<file path="config.mk">
export PLATFORM = sky130hd
export DESIGN_NAME = mux4_rr_arbiter
export DESIGN_NICKNAME = d
export VERILOG_FILES = /design/src/rtl/mux4_rr_arbiter_pkg.sv /design/src/rtl/mux4_rr_arbiter_mux4.sv /design/src/rtl/mux4_rr_arbiter.sv
export SDC_FILE = /design/constraint.sdc
export NUM_CORES = 1
export LEC_CHECK = 0
export ABC_AREA = 1
export CORE_MARGIN = 4
export CORE_UTILIZATION = 41
export CTS_BUF_LIST = sky130_fd_sc_hd__clkbuf_8
export DETAILED_ROUTE_END_ITERATION = 12
export PLACE_DENSITY_LB_ADDON = 0.25
export SYNTH_ARGS = -nofsm -noshare
export SYNTH_HDL_FRONTEND = slang
export SYNTH_HIERARCHICAL = 1
export SYNTH_SLANG_ARGS = --single-unit
</file>
<file path="constraint.sdc">
create_clock -name clk -period 5.98 [get_ports clk]
set_input_delay 1.196 -clock clk [delete_from_list [all_inputs] [get_ports clk]]
set_output_delay 1.196 -clock clk [all_outputs]
set_load 0.02 [all_outputs]
</file>
<file path="src/rtl/mux4_rr_arbiter_pkg.sv">
// Shared constants and output-stage state encoding for the 4-way round-robin arbiter.
// Imported by the arbiter top and by its data-select mux.
package mux4_rr_arbiter_pkg;

  localparam int NUM_REQ       = 4;
  localparam int DEFAULT_WIDTH = 32;
  localparam int IDX_W         = 2;

  typedef enum logic {
    ST_EMPTY = 1'b0,
    ST_FULL  = 1'b1
  } out_state_e;

  typedef struct packed {
    logic             found;
    logic [IDX_W-1:0] idx;
  } grant_t;

endpackage

</file>
<file path="src/rtl/mux4_rr_arbiter_mux4.sv">
// Existing WIDTH-parameterised 4:1 multiplexer reused by the arbiter.
// It selects the payload of the granted requester.
module mux4
  import mux4_rr_arbiter_pkg::*;
#(
  parameter int WIDTH = DEFAULT_WIDTH
) (
  input  logic [WIDTH-1:0] d0,
  input  logic [WIDTH-1:0] d1,
  input  logic [WIDTH-1:0] d2,
  input  logic [WIDTH-1:0] d3,
  input  logic [1:0]       s,
  output logic [WIDTH-1:0] y
);

  always_comb begin
    unique case (s)
      2'd0:    y = d0;
      2'd1:    y = d1;
      2'd2:    y = d2;
      default: y = d3;
    endcase
  end

endmodule

</file>
<file path="src/rtl/mux4_rr_arbiter.sv">
// Four requesters share one registered WIDTH-bit output through valid/ready handshakes.
// A rotating pointer picks the grant; the output stage is a one-word EMPTY/FULL register.
module mux4_rr_arbiter
  import mux4_rr_arbiter_pkg::*;
#(
  parameter int WIDTH = DEFAULT_WIDTH
) (
  input  logic             clk,
  input  logic             reset,
  input  logic [3:0]       req_valid,
  input  logic [WIDTH-1:0] req_data0,
  input  logic [WIDTH-1:0] req_data1,
  input  logic [WIDTH-1:0] req_data2,
  input  logic [WIDTH-1:0] req_data3,
  output logic [3:0]       req_ready,
  output logic             out_valid,
  output logic [WIDTH-1:0] out_data,
  output logic [1:0]       out_src,
  input  logic             out_ready
);

  out_state_e       state_q;
  out_state_e       state_d;
  logic [IDX_W-1:0] ptr;
  grant_t           grant;
  logic             can_load;
  logic             accept;
  logic [WIDTH-1:0] sel_data;

  // Circular search from start: scan farthest-first so the nearest set bit wins.
  function automatic grant_t rr_pick(input logic [NUM_REQ-1:0] valid,
                                     input logic [IDX_W-1:0]   start);
    grant_t           g;
    logic [IDX_W-1:0] idx;
    g = '{found: 1'b0, idx: '0};
    for (int k = NUM_REQ - 1; k >= 0; k--) begin
      idx = start + IDX_W'(k);
      if (valid[idx]) begin
        g.found = 1'b1;
        g.idx   = idx;
      end
    end
    return g;
  endfunction

  assign out_valid = (state_q == ST_FULL);
  assign can_load  = (state_q == ST_EMPTY) || out_ready;

  // NOTE: every signal written here gets a default first, so no path can infer a latch.
  always_comb begin
    grant     = rr_pick(req_valid, ptr);
    accept    = can_load && grant.found && !reset;
    req_ready = '0;
    if (accept) req_ready[grant.idx] = 1'b1;
  end

  always_comb begin
    state_d = state_q;
    unique case (state_q)
      ST_EMPTY: if (accept) state_d = ST_FULL;
      ST_FULL:  if (out_ready && !accept) state_d = ST_EMPTY;
      default:  state_d = ST_EMPTY;
    endcase
  end

  mux4 #(.WIDTH(WIDTH)) u_mux (
    .d0 (req_data0),
    .d1 (req_data1),
    .d2 (req_data2),
    .d3 (req_data3),
    .s  (grant.idx),
    .y  (sel_data)
  );

  // NOTE: sequential state uses non-blocking assignments so all registers update together at the edge.
  always_ff @(posedge clk) begin
    if (reset) state_q <= ST_EMPTY;
    else       state_q <= state_d;
  end

  // A held word is simply discarded by reset; the downstream never sees a handshake for it.
  always_ff @(posedge clk) begin
    if (reset) begin
      out_data <= '0;
      out_src  <= '0;
      ptr      <= '0;
    end else if (accept) begin
      out_data <= sel_data;
      out_src  <= grant.idx;
      ptr      <= grant.idx + 2'd1;
    end
  end

  assert property (@(posedge clk) $onehot0(req_ready));

endmodule

</file>
# Word level (Yosys, flattened, before mapping)
# Index checks and enable logic that the tools add are counted.
[totals]
regBits = 37
input_bits = 135
memories = 0
romBits = 0
elab_cells = 44
latchBits = 0
mem_bits_rw = 0
[classes]
bitwise_logic = 1
div_mod_pow = 0
addsub = 4
reduce_logical = 8
n_shift = 0
order_cmp = 6
n_mux = 19
n_eq_ne = 2
mul = 0
[ops]
columns = ["op", "n"]
rows = [
  ["$pmux W32 S3", 1],
  ["$lt A2 B3 Y1 const B", 5],
  ["$mux W3", 4],
  ["$bmux W1 S2", 4],
  ["$mux W1", 7],
  ["$add A2 B1 Y2 const B", 2],
  ["$add A2 B2 Y2 const B", 2],
  ["$logic_and A1 B1 Y1", 4],
  ["$mux W4", 1],
  ["$demux W1 S2", 1],
  ["$eq A2 B1 Y1 const B", 1],
  ["$eq A2 B2 Y1 const B", 1],
  ["$ge A2 B1 Y1 const B", 1],
  ["$logic_not A1 Y1", 2],
  ["$logic_not A2 Y1", 1],
  ["$pmux W1 S2", 1],
  ["$logic_or A1 B1 Y1", 1],
  ["$not A1 Y1", 1],
]

# Logic depth before layout (Yosys ltp)
# Gate-level depths: netlist (run 1).
[depth]
word_depth = 13
mapped_depth = 18
depth_no_buf = 16

# By module
# The synthesis (run 1) kept the hierarchy.
[modules_own_cells]
columns = ["module", "n_inst", "area_per_inst_um2", "cells_per_inst"]
rows = [
  ["mux4_rr_arbiter", 1, 1680.4, 229],
  ["mux4", 1, 1078.5, 186],
]

# Worst setup path before layout (run 1)
# Ideal clock, no wire load.
[synth_timing]
path_type = "input -> output"
from = "in req_valid[3]"
to = "out req_ready[3]"
path_slack_ps = 2319
path_buffers = 0
arrival_time_ps = 2465
path_stages = 13
path_cell_list = "inv_1 > o21ai_1 > nand2_2 > nand2_2 > nor2_2 > o21ai_0 > nand2_1 > nand2_1 > nand2_1 > inv_1 > ha_1 > inv_1 > nor2_1"
[synth_rtl]
columns = ["element", "line_no", "text"]
rows = [
  ["start, declared", "mux4_rr_arbiter.sv:10", "input logic [3:0] req_valid,"],
  ["end, declared", "mux4_rr_arbiter.sv:15", "output logic [3:0] req_ready,"],
]

==> results of run 1 <==
[cells in the final DEF, fill, tap and decap left out, drive strengths merged]
cell type	synthesis	layout
dfxtp	37	37
clkdlybuf4s50	0	173
inv	21	22
a21oi	1	1
o21ai	4	4
nand4	32	32
nand3	137	137
o21a	1	1
ha	4	4
nand2	133	133
clkinv	1	1
nor2	10	10
buf	33	3
clkbuf	1	6
[power groups by stage]
stage / clock [mW] / sequential (mW) / combinational (mW)
floorplan: 0 / 0.596 / 0.978
global placement: 0 / 0.453 / 1.47
detailed placement: 0 / 0.460 / 1.50
CTS: 0.182 / 0.455 / 1.50
global route: 0.194 / 0.471 / 1.65
finish: 0.179 / 0.455 / 1.51
[final cells by class]
| class | instances | share of cell area |
|---|---|---|
| Clock buffer | 6 | 0.01887 |
| Clock inverter | 1 | 0.0008579 |
| Sequential cell | 37 | 0.1693 |
| Inverter | 22 | 0.01945 |
| Multi-Input combinational cell | 322 | 0.3686 |
| Timing Repair Buffer | 176 | 0.4009 |
| Tap cell | 77 | 0.02202 |
[sequential cells by signal, indices dropped and copies added (netlist names)]
register	flops
ptr	2
out_data	32
out_valid	1
out_src	2
[synthesized netlist by cell type (all sizes together)]
| cell | number | area share |
|---|---|---|
| o21ai | 4 | 0.0073 |
| buf | 33 | 0.11 |
| nand4 | 32 | 0.073 |
| clkbuf | 1 | 0.0014 |
| nor2 | 10 | 0.015 |
| dfxtp | 37 | 0.27 |
| ha | 4 | 0.018 |
| inv | 21 | 0.029 |
| nand3 | 137 | 0.28 |
| nand2 | 133 | 0.19 |
| a21oi | 1 | 0.0018 |
| clkinv | 1 | 0.0014 |
| o21a | 1 | 0.0027 |
[logic make-up (layout without fill, tap and decap cells)]
logic type / count (synthesis) / count (layout) / synth area share
simple gates: 312 / 312 / 0.5546
buf+inv: 56 / 205 / 0.1469
flops: 37 / 37 / 0.2685
compound gates: 6 / 6 / 0.01179
fa+ha+maj: 4 / 4 / 0.01814
[through the flow]
step	hold WS, ns	instance area [sq um]	std cells	power (mW)
floorplan	0.5042	2759	415	1.573
global placement	0.4463	4289	634	1.924
detailed placement	0.4539	4289	634	1.960
CTS	0.4642	4375	641	2.140
global route	0.4855	4375	641	2.318
finish	0.4603	4375	641	2.140
[how the worst max path moves through the flow]
stage	from	to	slack [ns]	cells past startpoint
after floorplan	req_valid[3]	req_ready[3]	2.32	13
after global placement	req_valid[3]	req_ready[2]	0.97	15
after detailed placement	req_valid[3]	req_ready[3]	0.90	15
after CTS	req_valid[3]	req_ready[3]	0.89	15
after global routing	req_valid[3]	req_ready[3]	0.64	13
final	req_valid[3]	req_ready[3]	0.90	15
[worst max-delay path, delay by kind of cell]
| family | cells | cell delay [ns] |
|---|---|---|
| buffers and inverters | 5 | 1.65 |
| AOI/OAI and AO/OA | 2 | 0.25 |
| adders and majority gates | 1 | 0.25 |
| and+or+nand+nor | 7 | 0.55 |
[per-layer routing]
metal  vias to the layer above  track usage  routed length (microns)
met5                         -            0                        0
met4                         0      0.09439                      280
met3                        28      0.07930                      815
met2                       135       0.4231                     5052
met1                      1526       0.2638                     3835
li1                       1698            -                        -
==> results.json, run 1 <==
{
  "place_congestion": 0.9752,
  "dr.pass1.iters": 4,
  "crit_type": "input pin to primary output",
  "synth_area_sq_um": 2759,
  "setup_viol": 0,
  "slew_violations": 0,
  "synth_nets": 554,
  "hold_buffers": 0,
  "die-area_sq_um": 8105,
  "synth.distinct_cells": 24,
  "seq_area_sq_um": 740.7,
  "grt_pass1_wl_microns": 15900,
  "ff2ff_setup_slack_ns": 2.77,
  "post_route_cells_drive_above_1_share": 0.07270,
  "drt-total-wl_microns": 9983,
  "ys_seq_area_frac": 0.2685,
  "synth-seq-cells": 37,
  "cpMostUsedCell": "nand2_1",
  "insertion_delay_ns": 0.29,
  "cpPeakStageDelay_ns": 0.62,
  "hold_end": "out_data[14]$_SDFFE_PP0P_",
  "rsz0062_at_grt": "false",
  "layout_min_cycle_time_ns": 5.084,
  "required_ns": 4.78,
  "antenna_left": 0,
  "drt_iter0_markers": 133,
  "tightest_slew_ns": 1.073,
  "rr_endpoint": "out_data[22]$_SDFFE_PP0P_",
  "path_cells": "clkdlybuf4s50_1 > inv_1 > o21ai_1 > nand2_2 > nand2_2 > nor2_2 > o21ai_0 > nand2_1 > nand2_1 > nand2_1 > inv_2 > ha_1 > inv_1 > nor2_1 > clkdlybuf4s50_1",
  "cts_sinks": 37,
  "hold_depth": 2,
  "critPathMaxFanout": 30,
  "switching_share": 0.5140,
  "drc_errors": 0,
  "synth_cells": 415,
  "min_path_type": "register to register",
  "multi_input_area_sq_um": 1613,
  "critical_path.startpoint_type": "input pin",
  "diodes": 0,
  "grt_pass1_vias": 3379,
  "syn_to_final_growth_pct": 58.59,
  "io_pins": 174,
  "hold_viol": 0,
  "r2r-start": "ptr[0]$_SDFFE_PP0P_",
  "grt_antenna_before_repair": 0,
  "clkTransAtPathRegs_ns": 0.07,
  "fmax_mhz": 196.7,
  "fillCellCount": 585,
  "core_area_sq_um": 6459,
  "end_kind": "primary output",
  "dr_total_vias": 3387,
  "post-place-ws_ns": 0.8992,
  "layout_setup_ws_ns": 0.8958,
  "grt_usage": 0.2394,
  "grt_max_degree": 67,
  "avgSynthCellArea_sq_um": 6.648,
  "overflow": 0,
  "clk_path_buf_depth": 2,
  "worst_clock_skew_ns": 0.004361,
  "rows": 29,
  "vdd_drop_max_uv": 230.6,
  "min_from": "out_data[14]$_SDFFE_PP0P_",
  "p_int_mw": 1.040,
  "seq_power_share": 0.212,
  "cts_setup_buffers": 0,
  "placement.io_buffers": 173,
  "p_leak_nw": 1.857,
  "p_per_area_nw_per_um2": 489.1,
  "wl_per_cell_microns": 15.57,
  "r2r_cells": 16,
  "clkPwrFrac": 0.084,
  "relSlewSlack": 0.2799,
  "arrival_ns": 3.89,
  "cap_violations": 0,
  "cts_tree": "built",
  "hpwl_microns": 7527,
  "die_w_microns": 90.03,
  "p_switching_mw": 1.100,
  "initial_core_util": 0.4272,
  "cts_buffers": 5,
  "cts_root_buffer": "clkbuf_8",
  "htree_levels": 2,
  "power_frac_comb": 0.704,
  "cp_slowest_cell": "clkdlybuf4s50_1",
  "postCtsResizedCells": 0,
  "fin_setup_tns_ns": 0,
  "die_y_microns": 90.03,
  "ys_warn_count": 6,
  "via_per_inst": 5.284,
  "layout.nets": 703,
  "min_period_over_period": 0.8502,
  "status": "completed",
  "utilization": 0.6775
}
Power figures use the tool's default switching activity.
==> run 2: changes to the inputs <==
--- a/config.mk
+++ b/config.mk
@@ -9,7 +9,9 @@
 export CORE_MARGIN = 4
 export CORE_UTILIZATION = 41
 export CTS_BUF_LIST = sky130_fd_sc_hd__clkbuf_8
+export CTS_CLUSTER_DIAMETER = 60
 export DETAILED_ROUTE_END_ITERATION = 12
+export HOLD_SLACK_MARGIN = 0.1
 export PLACE_DENSITY_LB_ADDON = 0.25
 export SYNTH_ARGS = -nofsm -noshare
 export SYNTH_HDL_FRONTEND = slang
==> results of run 2 <==
No change in the layout: final DEF, timing and power equal those of run 1.
==> run 3: changes to the inputs <==
--- a/config.mk
+++ b/config.mk
@@ -7,7 +7,7 @@
 export LEC_CHECK = 0
 export ABC_AREA = 1
 export CORE_MARGIN = 4
-export CORE_UTILIZATION = 41
+export CORE_UTILIZATION = 38
 export CTS_BUF_LIST = sky130_fd_sc_hd__clkbuf_8
 export CTS_CLUSTER_DIAMETER = 60
 export DETAILED_ROUTE_END_ITERATION = 12
==> constraint.sdc (replaced) <==
create_clock -name clk -period 5.8 [get_ports clk]
set_input_delay 1.16 -clock clk [delete_from_list [all_inputs] [get_ports clk]]
set_output_delay 1.16 -clock clk [all_outputs]
set_load 0.02 [all_outputs]
==> run 3 against run 2 <==
Flip-flop and latch count did not move. Die area up 7.2%. Non-clock buffer count is the same. Largest cell class unchanged. Register-to-register slack worse by 0.29 ns. Critical path depth down 2. Global-route usage decreased by 1.3 points. Final cell count grew 3.1%. Critical path type unchanged. Via count grew 0.80%.
==> results.json, run 3 (synthesized netlist as in run 1, its figures left out) <==
{
  "status": "completed",
  "drt-total-wl_microns": 10210,
  "postCtsResizedCells": 0,
  "tightest_slew_ns": 1.083,
  "overflow": 0,
  "arrival_ns": 3.44,
  "die_w_microns": 93.21,
  "via_per_inst": 5.165,
  "dr.pass1.iters": 4,
  "min_path_type": "register to register",
  "grt_max_degree": 67,
  "fillCellCount": 640,
  "layout.nets": 703,
  "cap_violations": 0,
  "initial_core_util": 0.3995,
  "cts_buffers": 5,
  "end_kind": "primary output",
  "hold_buffers": 0,
  "ff2ff_setup_slack_ns": 2.48,
  "rows": 30,
  "placed_cells": 653,
  "die_y_microns": 93.21,
  "reg_top3": "out_data (32), out_src (2), ptr (2)",
  "post_route_cells_drive_above_1_share": 0.07434,
  "drc_errors": 0,
  "hold_viol": 0,
  "vdd_drop_max_uv": 316.2,
  "final_common_cell": "clkdlybuf4s50_1",
  "core_area_sq_um": 6907,
  "largest_reg_flops": 32,
  "cts_sinks": 37,
  "min_period_over_period": 0.7935,
  "layout_min_cycle_time_ns": 4.602,
  "syn_to_final_growth_pct": 60.54,
  "io_pins": 174,
  "critical_path.startpoint_type": "input pin",
  "clkTransAtPathRegs_ns": 0.07,
  "grt_antenna_before_repair": 0,
  "htree_levels": 2,
  "rsz0062_at_grt": "false",
  "p_leak_nw": 1.871,
  "setup_viol": 0,
  "p_per_area_nw_per_um2": 510.3,
  "dr_total_vias": 3414,
  "wl_per_cell_microns": 15.45,
  "required_ns": 4.64,
  "grt_pass1_vias": 3364,
  "place_congestion": 0.9308,
  "relSlewSlack": 0.2736,
  "placement.io_buffers": 173,
  "cts_tree": "built",
  "die-area_sq_um": 8687,
  "clk_path_buf_depth": 2,
  "worst-path-buf-inv": 5,
  "fin_setup_tns_ns": 0,
  "drt_iter0_markers": 157,
  "antenna_left": 0,
  "cts_root_buffer": "clkbuf_8",
  "path_cells": "clkdlybuf4s50_1 > inv_1 > o21ai_1 > nand2_1 > o21ai_0 > nand2_1 > nand2_1 > nand2_1 > inv_2 > ha_1 > inv_1 > nor2_1 > clkdlybuf4s50_1",
  "crit_type": "input pin to primary output",
  "insertion_delay_ns": 0.28,
  "final_cells": 661,
  "diodes": 0,
  "slew_violations": 0,
  "cpPeakStageDelay_ns": 0.63,
  "cpMostUsedCell": "nand2_1",
  "cts_setup_buffers": 0,
  "critPathMaxFanout": 3,
  "worst_clock_skew_ns": 0.004673,
  "cp_top_family": "buffers and inverters",
  "grt_usage": 0.2263,
  "hpwl_microns": 7684,
  "grt_pass1_wl_microns": 15860,
  "fmax_mhz": 217.3,
  "cp_slowest_cell": "clkdlybuf4s50_1",
  "layout_common_cells": "clkdlybuf4s50_1, nand2_1, nand3_1",
  "regMostFlops": "out_data"
}
-- run 3: cell type report --
| cell class | count | area (sq um) | share of cell area |
|---|---|---|---|
| Clock inverter | 2 | 33.78 | 0.007627 |
| Multi-Input combinational cell | 322 | 1613 | 0.3641 |
| Sequential cell | 37 | 740.7 | 0.1672 |
| Timing Repair Buffer | 176 | 1754 | 0.3960 |
| Clock buffer | 6 | 82.58 | 0.01864 |
| Inverter | 22 | 85.08 | 0.01921 |
| Tap cell | 96 | 120.1 | 0.02712 |
-- run 3: worst register-to-register path: stages (launching register included) --
cell     delay [ns]
dfxtp_1        0.52
inv_4          0.10
nand2_1        0.08
nand2_1        0.07
nand2_2        0.10
nand2_2        0.06
nor2_2         0.11
o21ai_0        0.11
nand2_1        0.08
nand2_1        0.06
nand2_1        0.13
inv_2          0.06
buf_4          0.33
nor2_2         0.70
buf_4          0.36
nand2_1        0.09
nand4_1        0.12
nand2_1        0.08
nand2_1        0.09
-- run 3: per-stage QoR --
stage	area (sq um)	hold WS, ns	worst slack (ns)	total power [mW]	util
final	4429	0.4614	1.198	2.260	0.6413
after global placement	4313	0.4464	1.333	2.003	0.6245
after floorplan	2759	0.5042	2.211	1.622	-
after global routing	4429	0.4896	1.069	2.442	0.6413
after detailed placement	4313	0.4535	1.244	2.039	0.6245
after CTS	4429	0.4662	1.236	2.269	0.6413
-- run 3: worst paths after layout --
check,start,to,depth (start not counted)
worst max-delay path,req_valid[3],req_ready[3],13
worst min-delay path,out_data[11]$_SDFFE_PP0P_,out_data[11]$_SDFFE_PP0P_,2
worst max register to register,ptr[0]$_SDFFE_PP0P_,out_data[22]$_SDFFE_PP0P_,18
worst min register to register,out_data[11]$_SDFFE_PP0P_,out_data[11]$_SDFFE_PP0P_,2
-- run 3: layer usage --
layer | track usage | routed length [microns]
met5 | 0 | 0
met4 | 0.09035 | 354
met3 | 0.05229 | 739
met2 | 0.4037 | 5076
met1 | 0.2595 | 4042
-- run 3: power by group --
group	switching, mW	leakage, nW	internal, mW	total [mW]
Sequential	0.0815	0.307	0.387	0.469
Combinational	0.971	1.50	0.594	1.57
Clock	0.0875	0.0626	0.138	0.226
